`src/rtl/mux_arbiter.sv`:
```
// Round-robin arbiter sharing the 2-in/2-out LED mux between requesters A and B.
// A grant holds the mux for a fixed dwell (or until the owner withdraws), followed
// by a one-cycle RELEASE that pulses done. The select lines hold their last value
// through RELEASE and IDLE so the LEDs never glitch between grants.
module mux_arbiter #(
    parameter int HOLD_CYCLES = 8,
    parameter int CW          = 4
) (
    input  logic clk,
    input  logic rst,
    input  logic req_a,
    input  logic dst_a,
    input  logic req_b,
    input  logic dst_b,
    output logic gnt_a,
    output logic gnt_b,
    output logic sw1_,
    output logic sw2_,
    output logic st_ps,
    output logic done
);

    typedef enum logic [1:0] {
        IDLE    = 2'd0,
        HOLD    = 2'd1,
        RELEASE = 2'd2
    } state_t;

    // Terminal count; HOLD_CYCLES <= 2**CW keeps this within cnt's range.
    localparam logic [CW-1:0] CNT_LAST = CW'(HOLD_CYCLES - 1);

    state_t        state;
    logic [CW-1:0] cnt;
    logic          last_b;     // 1 = B owned the last grant, so A wins a tie
    logic          owner_req;
    logic          win_a;
    logic          win_b;

    // Tie goes to whoever did not own the previous grant; owner's request is tracked for aborts.
    always_comb begin
        win_a     = req_a & (~req_b | last_b);
        win_b     = req_b & (~req_a | ~last_b);
        owner_req = gnt_a ? req_a : req_b;
    end

    // Arbitration FSM with all outputs registered.
    always_ff @(posedge clk or negedge rst) begin
        if (!rst) begin
            state  <= IDLE;
            gnt_a  <= 1'b0;
            gnt_b  <= 1'b0;
            sw1_   <= 1'b0;
            sw2_   <= 1'b0;
            st_ps  <= 1'b0;
            done   <= 1'b0;
            cnt    <= '0;
            last_b <= 1'b1;
        end else begin
            case (state)
                IDLE: begin
                    done <= 1'b0;
                    cnt  <= '0;
                    if (win_a) begin
                        state  <= HOLD;
                        gnt_a  <= 1'b1;
                        gnt_b  <= 1'b0;
                        sw1_   <= 1'b1;
                        sw2_   <= dst_a;
                        st_ps  <= 1'b1;
                        last_b <= 1'b0;
                    end else if (win_b) begin
                        state  <= HOLD;
                        gnt_a  <= 1'b0;
                        gnt_b  <= 1'b1;
                        sw1_   <= 1'b0;
                        sw2_   <= dst_b;
                        st_ps  <= 1'b1;
                        last_b <= 1'b1;
                    end else begin
                        gnt_a <= 1'b0;
                        gnt_b <= 1'b0;
                        st_ps <= 1'b0;
                    end
                end
                HOLD: begin
                    // Exit check comes before the increment so cnt never wraps.
                    if (!owner_req || cnt == CNT_LAST) begin
                        state <= RELEASE;
                        gnt_a <= 1'b0;
                        gnt_b <= 1'b0;
                        st_ps <= 1'b0;
                        done  <= 1'b1;
                        cnt   <= '0;
                    end else begin
                        cnt <= cnt + 1'b1;
                    end
                end
                RELEASE: begin
                    state <= IDLE;
                    done  <= 1'b0;
                end
                default: begin
                    state  <= IDLE;
                    gnt_a  <= 1'b0;
                    gnt_b  <= 1'b0;
                    sw1_   <= 1'b0;
                    sw2_   <= 1'b0;
                    st_ps  <= 1'b0;
                    done   <= 1'b0;
                    cnt    <= '0;
                    last_b <= 1'b1;
                end
            endcase
        end
    end

endmodule
```
`config.mk`:
```
export PLATFORM = sky130hd
export DESIGN_NAME = mux_arbiter
export DESIGN_NICKNAME = d
export VERILOG_FILES = /design/src/rtl/mux_arbiter.sv
export SDC_FILE = /design/constraint.sdc
export NUM_CORES = 1
export LEC_CHECK = 0
export ABC_AREA = 1
export CAP_MARGIN = 20
export CELL_PAD_IN_SITES_DETAIL_PLACEMENT = 0
export CELL_PAD_IN_SITES_GLOBAL_PLACEMENT = 1
export CORE_MARGIN = 3
export CORE_UTILIZATION = 25
export DETAILED_ROUTE_END_ITERATION = 8
export GPL_ROUTABILITY_DRIVEN = 0
export GPL_TIMING_DRIVEN = 0
export PLACE_DENSITY_LB_ADDON = 0.12
export SLEW_MARGIN = 20
export SYNTH_ARGS = -nofsm -noshare
export SYNTH_HDL_FRONTEND = slang
export SYNTH_SLANG_ARGS = --single-unit
```
`constraint.sdc`:
```
create_clock -name clk -period 2.2 [get_ports clk]
set_input_delay 0.22 -clock clk [delete_from_list [all_inputs] [get_ports clk]]
set_output_delay 0.22 -clock clk [all_outputs]
set_load 0.005 [all_outputs]
```
### Word level (Yosys, flattened, before mapping)

Cells that the tools add are included.

* bits in registers: 13
* logic and storage cells: 57
* output and inout port bits: 6
* input port bits: 6

* eq/ne operators: 5
* bitwise gates (word level): 9
* add/subtract/negate cells: 1
* muxes and demuxes: 26
* reduce and logical (&&, ||, !) cells: 7

Operators with widths (count)
* 1-bit two-way mux: 14
* 1-bit one-hot mux with 3 select lines: 3
* 4-bit one-hot mux with 2 select lines: 1
* 2-bit two-way mux: 3
* 1-bit one-hot mux with 2 select lines: 3
* 2-bit AND reduction: 3
* 1-bit NOT: 5
* 4-bit by 1-bit adder with 4-bit output, second input constant: 1
* 4-bit by 3-bit equality test with 1-bit output, second input constant: 1
* 4-bit two-way mux: 1
* 2-bit one-hot mux with 2 select lines: 1
* 3-bit inequality test, second input constant: 1
* 1-bit AND: 2
* 2-bit by 1-bit equality test with 1-bit output, second input constant: 1
* 2-bit equality test, second input constant: 1
* 2-bit zero test: 1
* 2-bit inequality test, second input constant: 1
* 1-bit OR: 2
* 2-bit OR reduction: 1
* 1-bit zero test: 1
* 1-bit logical OR: 1

### Logic depth before layout (Yosys ltp)

* depth after elaboration: 6
* gate-level depth with buffers: 7
* mapped depth without buffers: 7

### Worst setup path before layout

Ideal clock, no wire load.

* path kind: reg-to-reg
* start point: register state[0]
* end point: register cnt[3]
* setup time: 0.119 ns
* cell stages (with the launch flop): 8
* arrival: 1.114 ns
* setup slack: 0.967 ns
* clock period less this slack: 1.233 ns
* cell sequence: dfrtp_1 > inv_1 > ha_1 > inv_2 > nand2_1 > nor2_1 > xor2_1 > nor2_2

* word-level cells in the longest chain between the ends: 2

Ends and longest elaborated chain
* start, declared: RTL line 32 `state_t state;`
* start signal, assigned: RTL line 49 `state <= IDLE;`
* start signal, assigned: RTL line 64 `state <= HOLD;`
* start signal, assigned: RTL line 72 `state <= HOLD;`
* 2-bit equality test / 2-bit by 1-bit equality test with 1-bit output (equally long branches): RTL line 59 `case (state)`
* 4-bit one-hot mux with 2 select lines: RTL line 59
* end signal, assigned: RTL line 95 `cnt <= cnt + 1'b1;`
* end, declared: RTL line 33 `logic [CW-1:0] cnt;`

Several ways; a longest one is shown, not always the timed one.
A chain may end at the register's enable or synchronous reset.

### Worst setup path after layout

* start point: register gnt_a
* end point: output port gnt_a

RTL lines
* start, declared: RTL line 15 `output logic gnt_a,`
* start signal, assigned: RTL line 50 `gnt_a <= 1'b0;`
* start signal, assigned: RTL line 65 `gnt_a <= 1'b1;`
* start signal, assigned: RTL line 73 `gnt_a <= 1'b0;`

No word-level cell between the ends.

==> results.yml <==
global_route:
  grt_overflow: 0
  grt_pass1_vias: 553
  gr-max-usage-layer: "met2"
  use_met3_pct: 4.54
  grt_util_met2_pct: 14.0
  track_usage_pct: 9.24
  grt_first_pass_wirelength_mm: 2.40
  grt_max_degree: 14
  antenna_found_initial: 0
  met1_usage_pct: 11.8
drt:
  drc: 0
  first_pass_iters: 3
  wl_per_cell_um: 10.4
  drt_iter0_drc: 8
  vias_per_cell: 4.10
  ant_nets: 0
  num_vias: 570
  wl_mm: 1.44
clock_network:
  cts_made_buffers: 3
  cts_resized: 0
  cts_tree: "built"
  clk_latency_ps: 270
  root_buffer: "clkbuf_4"
  clock_sinks: 13
  cts_buffer_depth: 2
  hold_buffers: 0
  postCtsSetupBuffers: 0
  h-tree-depth: 1
  path_clk_slew_ps: 80
critical_path:
  worstReg2RegEnd: "cnt[3]"
  cp-endpoint: "gnt_a"
  crit_slowest_cell: "clkdlybuf4s50_1"
  cp.required_ps: 1980
  slowest_delay_ps: 530
  worstPathMaxFanout: 5
  r2r_slack_ps: 850
  crit_type: "reg -> out"
  cp_num_cells: 1
  crit_path_cell_trace: "clkdlybuf4s50_1"
  ff2ff_path_depth: 7
  cp.arrival_ps: 1230
  critPathBufInv: 1
  r2r_start: "state[0]"
  startpoint_type: "flop"
  critPathLaunch: "gnt_a"
  end_kind: "primary output"
  path_delay_family: "buffers and inverters"
sta:
  period_minus_slack_ps: 1450
  drv_slew: 0
  fin_crit_sh_pct: 66.0
  tightest_slew_ps: 643
  hold_violations: 0
  grt_setup_unrepaired: "false"
  slew_headroom_pct: 57.0
  setup-violations-final: 0
  fmax_mhz: 689
  skew_ps: 4.56
  timing.setup.tns_ps: 0
place:
  hpwl_mm: 1.14
  portBuffers: 11
  placed_area_um2: 875
power:
  ir_drop_mv: 0.442
  clockPowerShare_pct: 13.8
  p_sw_share_pct: 40.7
  pwr-share-seq_pct: 36.2
  p_sw_w: 0.000435
  p_int_w: 0.000633
  pwr_density_cell_nw_per_um2: 1190
  pwr-share-comb_pct: 50.0
  p_leak_nw: 0.466
die:
  ios: 12
  die_area_um2: 3590
  core.rowCount: 18
  core_region_area_um2: 2610
  die_x_um: 59.9
  chipHeight_um: 59.9
  start_util_pct: 27.8
synth:
  ys_seq_elements: 13
  ys_seq_area_share_pct: 44.9
  yosys_warnings: 0
  syn_inst: 94
  syn-cell-area_um2: 727
  syn_area_per_cell_um2: 7.73
  synthDistinctLibCells: 17
  syn-num-nets: 104
flow_run:
  max_cap_violations: 0
finish:
  fin_nets: 120
  diodes: 0
  syn2layout_area_growth_pct: 23.9
  stdcell_area_um2: 901
  drive_gt1_share_pct: 11.0
  final_util_pct: 34.5
min_path:
  hp-class: "in -> async"
status:
  status: "finished, final reports clean"
==> sequential cells by signal, summed over array words and instances, names as in the netlist <==
register / cells
sw1_: 1
st_ps: 1
gnt_b: 1
gnt_a: 1
cnt: 4
state: 2
done: 1
sw2_: 1
last_b: 1
==> metrics by stage <==
stage               power (W)  hold slack, ps  worst slack (ps)  std cells
floorplan            0.000744           -75.6               967         94
global placement     0.000938             455               754        135
detailed placement   0.000936             459               779        135
CTS                   0.00109             345               733        139
global route          0.00118             387               688        139
finish                0.00107             337               748        139
==> per-layer routing <==
metal / up-vias / routed length (um)
met2: 8 / 649
li1: 320 / -
met1: 240 / 712
met4: 0 / 15
met3: 2 / 63
met5: - / 0
==> power groups by stage <==
stage	sequential, W	clock, W	combinational, W
finish	0.000387	0.000147	0.000534
global route	0.000400	0.000166	0.000610
CTS	0.000386	0.000157	0.000548
detailed placement	0.000391	0	0.000545
global placement	0.000391	0	0.000548
floorplan	0.000389	0	0.000355
==> layout make-up <==
type | instances | area (um^2)
multi-input cells | 68 | 352
clock buffers | 4 | 26.3
repair buffers | 11 | 110
flip-flops and latches | 13 | 327
inverters | 13 | 48.8
well taps | 30 | 37.5
fillers | 289 | 1710
==> cell usage in the layout, fill, tap and decap left out <==
cell type        instances
nand2_2                  2
xor2_1                   2
clkbuf_1                 1
nand4_1                  1
nand3_4                  1
a21oi_2                  1
dfrtp_1                 12
o21ai_0                  2
inv_1                   11
nor2_2                   1
dfstp_2                  1
nand2_4                  1
clkdlybuf4s50_1         11
clkbuf_4                 3
ha_1                     4
nand2_1                 38
o21a_1                   1
inv_2                    2
nor2_1                   7
nand3_1                  7
==> how the worst min path moves through the flow <==
| stage | end | slack [ps] | cells after the start |
|---|---|---|---|
| 6_report | gnt_a | 340 | 1 |
| 4_1_cts | gnt_a | 350 | 1 |
| 3_5_place_dp | st_ps | 460 | 2 |
| 3_3_place_gp | st_ps | 460 | 2 |
| 5_1_grt | sw2_ | 390 | 1 |
| 2_1_floorplan | cnt[0] | -80 | 0 |
==> synthesized netlist by cell type <==
cell	number	area share (%)
nand2_1	38	20
a21oi_2	1	1.2
nand2_4	1	1.5
nor2_1	7	3.6
nand3_1	7	4.8
dfstp_2	1	3.6
inv_1	11	5.7
dfrtp_1	12	41
o21ai_0	2	1.4
nor2_2	1	0.86
inv_2	2	1.0
o21a_1	1	1.0
nand4_1	1	0.86
nand3_4	1	2.4
xor2_1	2	2.4
ha_1	4	6.9
nand2_2	2	1.7
==> kinds of logic after synthesis <==
kind of cell	synth area share (%)
buffers and inverters	6.71
flip-flops	44.9
AO/OA/AOI/OAI	3.62
AND/OR/NAND/NOR	35.5
adder cells (fa/ha/maj)	6.88
XOR/XNOR	2.41
Power figures use the tool's default switching activity.
